[src/rtl/fifo_arb_pkg.sv]
// Purpose: shared types and helpers for the FIFO write-port arbiter.
// Latency: n/a (declarations only).
// Backpressure: n/a.
// Contents: arbiter state enum and the grant-index width helper.
package fifo_arb_pkg;

  typedef enum logic {
    IDLE  = 1'b0,
    GRANT = 1'b1
  } arb_state_t;

  // Width of a producer index, clog2(n). Kept at least 1 bit so ports stay legal.
  function automatic int idx_width(input int n);
    return (n > 1) ? $clog2(n) : 1;
  endfunction

endpackage

[src/rtl/rr_pick.sv]
// Purpose: combinational round-robin picker, first valid after 'last' (mod NumReq).
// Latency: purely combinational, zero cycles.
// Backpressure: none; it only observes the valid vector.
// Ports: valid (request vector), last (previous winner) -> any (some request
//        is valid), index (chosen producer; equals last when nothing is valid).
module rr_pick
  import fifo_arb_pkg::*;
#(
  parameter int NumReq = 4
) (
  input  logic [NumReq-1:0]            valid,
  input  logic [idx_width(NumReq)-1:0] last,
  output logic                         any,
  output logic [idx_width(NumReq)-1:0] index
);

  localparam int IdxW = idx_width(NumReq);

  logic [IdxW-1:0] pos;

  // Walk the ring from the farthest candidate (last itself) to the nearest
  // (last+1); a later hit overwrites an earlier one, so the nearest valid
  // producer after 'last' wins.
  always_comb begin
    any   = |valid;
    index = last;
    pos   = '0;
    for (int k = NumReq; k >= 1; k--) begin
      pos = IdxW'((int'(last) + k) % NumReq);
      if (valid[pos]) begin
        index = pos;
      end
    end
  end

endmodule

[src/rtl/fifo_wr_arbiter.sv]
// Purpose: round-robin arbiter sharing one sync FIFO write port among NumReq producers.
// Latency: one IDLE bubble per grant; data and write enable pass through combinationally.
// Backpressure: fifo_full drops the granted req_ready and holds grant, beat count and state.
// Ports: clk, reset_n (async, active low); req_valid/req_data/req_ready per producer;
//        fifo_full in, fifo_w_enb/fifo_din out; grant_id (current or last grant); busy (GRANT).
module fifo_wr_arbiter
  import fifo_arb_pkg::*;
#(
  parameter int NumReq   = 4,
  parameter int Width    = 16,
  parameter int MaxBurst = 4
) (
  input  logic                          clk,
  input  logic                          reset_n,
  input  logic [NumReq-1:0]             req_valid,
  input  logic [NumReq*Width-1:0]       req_data,
  output logic [NumReq-1:0]             req_ready,
  input  logic                          fifo_full,
  output logic                          fifo_w_enb,
  output logic [Width-1:0]              fifo_din,
  output logic [idx_width(NumReq)-1:0]  grant_id,
  output logic                          busy
);

  localparam int              IdxW     = idx_width(NumReq);
  localparam int              CntW     = (MaxBurst > 1) ? $clog2(MaxBurst) : 1;
  localparam logic [CntW-1:0] LastBeat = CntW'(MaxBurst - 1);
  localparam logic [IdxW-1:0] LastIdx  = IdxW'(NumReq - 1);

  arb_state_t      state, state_nxt;
  logic [IdxW-1:0] grant_nxt;
  logic [IdxW-1:0] last_grant, last_grant_nxt;
  logic [CntW-1:0] beat_cnt, beat_cnt_nxt;
  logic            pick_any;
  logic [IdxW-1:0] pick_idx;
  logic            gnt_valid;

  rr_pick #(
    .NumReq (NumReq)
  ) u_rr_pick (
    .valid (req_valid),
    .last  (last_grant),
    .any   (pick_any),
    .index (pick_idx)
  );

  assign gnt_valid  = req_valid[grant_id];
  assign busy       = (state == GRANT);
  assign fifo_w_enb = busy && gnt_valid && !fifo_full;
  assign fifo_din   = req_data[grant_id*Width +: Width];

  // Only the granted producer sees ready, and only while the FIFO has room.
  always_comb begin
    req_ready = '0;
    if (busy) begin
      req_ready[grant_id] = !fifo_full;
    end
  end

  always_comb begin
    state_nxt      = state;
    grant_nxt      = grant_id;
    last_grant_nxt = last_grant;
    beat_cnt_nxt   = beat_cnt;
    case (state)
      IDLE: begin
        if (pick_any) begin
          grant_nxt = pick_idx;
          state_nxt = GRANT;
        end
      end
      GRANT: begin
        if (!gnt_valid) begin
          // Producer went quiet: give the port back even if the FIFO is full.
          state_nxt      = IDLE;
          beat_cnt_nxt   = '0;
          last_grant_nxt = grant_id;
        end else if (!fifo_full) begin
          if (beat_cnt == LastBeat) begin
            state_nxt      = IDLE;
            beat_cnt_nxt   = '0;
            last_grant_nxt = grant_id;
          end else begin
            beat_cnt_nxt = beat_cnt + 1'b1;
          end
        end
        // FIFO full with valid held: everything stays put.
      end
      default: state_nxt = IDLE;
    endcase
  end

  // last_grant resets to the top index so producer 0 is first after reset.
  always_ff @(posedge clk or negedge reset_n) begin
    if (!reset_n) begin
      state      <= IDLE;
      grant_id   <= '0;
      last_grant <= LastIdx;
      beat_cnt   <= '0;
    end else begin
      state      <= state_nxt;
      grant_id   <= grant_nxt;
      last_grant <= last_grant_nxt;
      beat_cnt   <= beat_cnt_nxt;
    end
  end

endmodule
[config.mk]
export PLATFORM = sky130hd
export DESIGN_NAME = fifo_wr_arbiter
export DESIGN_NICKNAME = d
export VERILOG_FILES = /design/src/rtl/fifo_arb_pkg.sv /design/src/rtl/rr_pick.sv /design/src/rtl/fifo_wr_arbiter.sv
export SDC_FILE = /design/constraint.sdc
export NUM_CORES = 1
export LEC_CHECK = 0
export BUFFER_PORTS_ARGS = -buffer_cell sky130_fd_sc_hd__buf_4
export CORE_MARGIN = 5
export CORE_UTILIZATION = 37
export DETAILED_ROUTE_END_ITERATION = 12
export PLACE_DENSITY = 0.84
export SLEW_MARGIN = 20
export SYNTH_ARGS = -nofsm -noshare
export SYNTH_HDL_FRONTEND = slang
export SYNTH_SLANG_ARGS = --single-unit
[constraint.sdc]
create_clock -name clk -period 4.7 [get_ports clk]
set_input_delay 0.235 -clock clk [delete_from_list [all_inputs] [get_ports clk]]
set_output_delay 0.235 -clock clk [all_outputs]
set_load 0.02 [all_outputs]
# Word level (Yosys, flattened, before mapping)
# Cells that the tools add are included.
# word_totals
in_bits	71
reg_bits	7
# op_classes
n_reduce_logical	8
n_eq_ne	3
n_bitwise	2
shift	1
mux	28
addsub	5
n_lt_le_gt_ge	6
# ops
op	n
variable part select 64 x 7 -> 16 bit	1
2-to-1 mux 2 bit	10
< comparator 2 x 3 -> 1 bit (second input constant)	5
binary-select mux 1 bit (select 2 bit)	5
2-to-1 mux 1 bit	10
adder 2 x 1 -> 2 bit (second input constant)	3
adder 2 bit (second input constant)	2
AND 4 bit	1
2-to-1 mux 4 bit	1
AND reduction 2 bit	2
OR reduction 4 bit	1
logical AND 1 bit	3
AND reduction 3 bit	1
demux 1 bit (select 2 bit)	1
equality test 2 bit (second input constant)	1
greater-or-equal comparator 2 x 1 -> 1 bit (second input constant)	1
inequality test 2 x 1 -> 1 bit (second input constant)	1
inequality test 2 bit (second input constant)	1
one-hot mux 1 bit (2 select lines)	1
zero test 1 bit	1
inverter 1 bit	1

# Longest topological paths before layout
# logic_depth
depth_word	7
ltp_mapped	4
mapped_depth_nobuf	4

# Cells and area by module
# Synthesis repeated with hierarchy kept, for this count alone.
# unflattened
cells_unflattened	71
hier_area_um2	869.6
# modules_own_cells
mod	cells_each	seq_area_each_um2	instances	area_per_inst_um2
fifo_wr_arbiter	57	177.7	1	797.0
rr_pick	14	0.0	1	72.6

# Worst setup path after synthesis
# No wires, ideal clock.
# synth_path
path_kind	register to output
start	register grant_id[0]
end	output port req_ready[0]
path_slack_ns	2.887
required_ns	4.465
n_path_buf	2
arrival_time_ns	1.578
stages_incl_launch_ff	4
path_cell_list	dfrtp_1 -> buf_6 -> clkbuf_1 -> nor4_1
# synth_via
elab_chain_len	6
elab_cells_between_ends	7
cone_classes	order compare: 2; mux: 3; bitwise: 1; reduce/logical: 1
# synth_rtl
item	line_no	source
start: declaration	fifo_wr_arbiter.sv:21	output logic [idx_width(NumReq)-1:0] grant_id,
start signal: assignment	fifo_wr_arbiter.sv:102	grant_id <= grant_nxt;
< comparator 2 x 3 -> 1 bit (implied by the code) or greater-or-equal comparator 2 x 1 -> 1 bit (tied branches)	fifo_wr_arbiter.sv:56	req_ready[grant_id] = !fifo_full;
logical AND 1 bit (implied by the code)	fifo_wr_arbiter.sv:56	
2-to-1 mux 1 bit (implied by the code)	fifo_wr_arbiter.sv:56	
demux 1 bit (select 2 bit) (*)	fifo_wr_arbiter.sv:56	
AND 4 bit (no line) (*)	--	
2-to-1 mux 4 bit (*)	fifo_wr_arbiter.sv:55	if (busy) begin
end: declaration	fifo_wr_arbiter.sv:17	output logic [NumReq-1:0] req_ready,
# Every way passes the cells marked *; elsewhere a longest branch is shown, timed or not.

# Worst setup path in the final report
# layout_path
start	register grant_id[1]
end	output port fifo_w_enb
# layout_via
elab_chain_len	4
# layout_rtl
item	line_no	source
binary-select mux 1 bit (select 2 bit)	fifo_wr_arbiter.sv:47	assign gnt_valid = req_valid[grant_id];
2-to-1 mux 1 bit (implied by the code)	fifo_wr_arbiter.sv:47	
logical AND 1 bit (2 in a row)	fifo_wr_arbiter.sv:49	assign fifo_w_enb = busy && gnt_valid && !fifo_full;
end: declaration	fifo_wr_arbiter.sv:19	output logic fifo_w_enb,
# Every way passes these cells. The select of a mux whose other input is x is not followed.

==> flow_metrics.py <==
metrics = {
    "outcome": {
        "outcome": "finished clean",
    },
    "floorplan": {
        "std_cell_rows": 17,
        "ios": 95,
        "core-area_sq_um": 2233,
        "initial_core_util": 0.3905,
        "die-width_um": 58.55,
        "die-area_sq_um": 3428,
        "die_h_um": 58.55,
    },
    "cells_and_area": {
        "nNetsFinal": 239,
        "multiInputGateArea_sq_um": 655.6,
        "diodes": 0,
        "area_growth_pct": 86.37,
        "register_area_sq_um": 177.7,
        "fill_cells": 168,
        "drive_gt1_frac": 0.7289,
    },
    "timing": {
        "max_freq_ghz": 0.4449,
        "hold_viol": 0,
        "setup_viol": 0,
        "finalCritPeriodShare": 0.4782,
        "slew_headroom": 0.3794,
        "skew_ns": 0.001640,
        "slew_violations": 0,
        "fin_tns_setup_ns": 0,
        "rsz0062_at_grt": "false",
        "finalCriticalPeriod_ns": 2.248,
        "tightestPinTransition_ns": 0.9309,
    },
    "worst_setup_path": {
        "ff2ff_path_depth": 3,
        "critPathKind": "reg2out",
        "r2r_slack_ns": 2.69,
        "required_ns": 4.47,
        "cpPeakStageDelay_ns": 0.95,
        "cp_cell_sequence": "mux4_2 -> and2_4 -> buf_4",
        "end_kind": "primary output",
        "arrival_ns": 2.01,
        "cp_max_fo": 26,
        "setup.worst_path.start_class": "register",
        "slowest_stage": "dfrtp_1",
    },
    "grt": {
        "antenna_found_initial": 0,
        "grtUsageTotal": 0.2023,
        "grt_overflow": 0,
        "grt_pass1_wl_um": 5285,
        "grt_pass1_vias": 1076,
        "grt_max_degree": 27,
    },
    "route": {
        "wl_met1_um": 1223,
        "wl_met3_um": 343,
        "wl_per_cell_um": 17.93,
        "vias_per_cell": 5.407,
        "drcViolationCount": 0,
        "dr_total_vias": 1049,
        "drtIter0Drc": 29,
        "maxUsedRoutingLayer": "met4",
        "firstDrtPassIters": 6,
        "wl_met2_um": 1855,
        "ant_nets": 0,
        "drt_wl_total_um": 3478,
    },
    "synth": {
        "yosys_warnings": 0,
        "seq_area_frac_synth": 0.2037,
        "synth_area_leaders": "mux4_2 (41%), dfrtp_1 (14%), dfstp_2 (6.0%), mux2_2 (3.9%), mux4_1 (3.0%)",
        "synth-seq-cells": 7,
        "syn_area_per_cell_sq_um": 12.11,
        "ys.flop_type": "dfrtp_1",
        "yosysTopAreaCell": "mux4_2",
        "synth.top_cell.area_share": 0.4132,
        "syn_inst": 72,
        "synth-edff-count": 0,
        "netlist_area_sq_um": 872.1,
        "synth.most_common_cell": "mux4_2",
        "ys_types": 30,
        "ys_top_cells_by_count": "mux4_2 (16), nor2_1 (6), dfrtp_1 (5), nand2_1 (4), nand2b_1 (4)",
        "synthArstFlopShare": 1.000,
        "synth_fp_nets": 144,
    },
    "clock_network": {
        "cts_buffers": 3,
        "hold_buffers": 1,
        "cts_resized": 0,
        "cts.sinks": 7,
        "worst_skew_pair.late_latency_ns": 0.24,
        "cts_max_level": 1,
        "cts_setup_buffers": 0,
        "cts_buffer_depth": 2,
        "path_clk_slew_ns": 0.05,
        "cts_root_buffer": "clkbuf_4",
        "cts_tree": "yes",
    },
    "flow_run": {
        "cap_violations": 0,
    },
    "placed_design": {
        "dpl.hpwl_um": 3024,
        "port_buffers": 94,
        "place.gp.congestion": 0.8168,
    },
    "power": {
        "peakVddDrop_uv": 436.0,
        "pwr-share-seq": 0.204,
        "clock_power_share": 0.063,
        "p_comb_frac": 0.734,
        "power_leakage_uw": 0.0007959,
        "finalPower_uw": 856.9,
        "p_sw_frac": 0.4415,
        "power_density_nw_per_um2": 527.3,
        "internal-power_uw": 478.6,
        "power_switching_uw": 378.3,
    },
    "worst_hold_path": {
        "hold_path.class": "in2async",
    },
}
power by group through the flow:
stage	clock [uW]	combinational (uW)	sequential, uW
after floorplan	0	441	136
after global placement	0	622	171
after detailed placement	0	633	175
after CTS	55.6	636	175
after global routing	62.3	670	186
final	53.7	629	175
layer usage:
layer / global-route usage / vias up
met3: 0.03509 / 6
li1: - / 484
met1: 0.2230 / 501
met4: 0.06291 / 0
met5: 0 / -
met2: 0.3876 / 58
through the flow:
step	setup WS (ns)	utilization	hold slack, ns	instance area [sq um]	instances
finish	2.452	0.7277	0.3308	1625	194
global route	2.309	0.7277	0.3220	1625	194
CTS	2.440	0.7277	0.3228	1625	194
detailed placement	2.714	0.7115	0.05286	1589	189
global placement	2.736	0.7115	0.04858	1589	189
floorplan	2.887	-	-0.06059	872.1	72
sequential cells by signal, indices dropped and copies added, names as in the netlist:
| signal | cells |
|---|---|
| beat_cnt | 2 |
| busy | 1 |
| grant_id | 2 |
| last_grant | 2 |
final cells by class:
| cell class | count | area share |
|---|---|---|
| Sequential cell | 7 | 0.1093 |
| Inverter | 2 | 0.004619 |
| Tap cell | 28 | 0.02156 |
| Timing Repair Buffer | 96 | 0.4450 |
| Multi-Input combinational cell | 57 | 0.4034 |
| Clock buffer | 4 | 0.01617 |
cells in the final DEF, fill, tap and decap left out, types with 3 or more instances in the layout:
cell type,synthesis,final
nand2_1,4,4
clkbuf_4,0,3
dfrtp_1,5,5
mux2_2,3,3
mux4_2,16,16
buf_4,0,95
nand2b_1,4,4
nor2_1,6,6
final timing paths:
| check | to | start |
|---|---|---|
| worst min register to register | last_grant[0]$_DFFE_PN1P_ | last_grant[0]$_DFFE_PN1P_ |
| worst max register to register | last_grant[1]$_DFFE_PN1P_ | grant_id[1]$_DFFE_PN0P_ |
| max in group asynchronous | last_grant[0]$_DFFE_PN1P_ | reset_n |
| worst max-delay path | fifo_w_enb | grant_id[1]$_DFFE_PN0P_ |
| worst min-delay path | grant_id[1]$_DFFE_PN0P_ | reset_n |
| min in group clk | beat_cnt[1]$_DFFE_PN0P_ | fifo_full |
cell families after synthesis:
family,synth area share
multiplexers,0.4821
buffers and inverters,0.04447
flip-flops,0.2037
AO/OA/AOI/OAI,0.1148
AND/OR/NAND/NOR,0.1406
adder cells (fa/ha/maj),0.01434
worst max-delay path, delay by kind of cell (launching register included):
kind	cells	cell delay [ns]
multiplexers	1	0.47
buffers and inverters	1	0.15
flip-flops	1	0.95
AND/OR/NAND/NOR	1	0.19
Power figures use the tool's default switching activity.
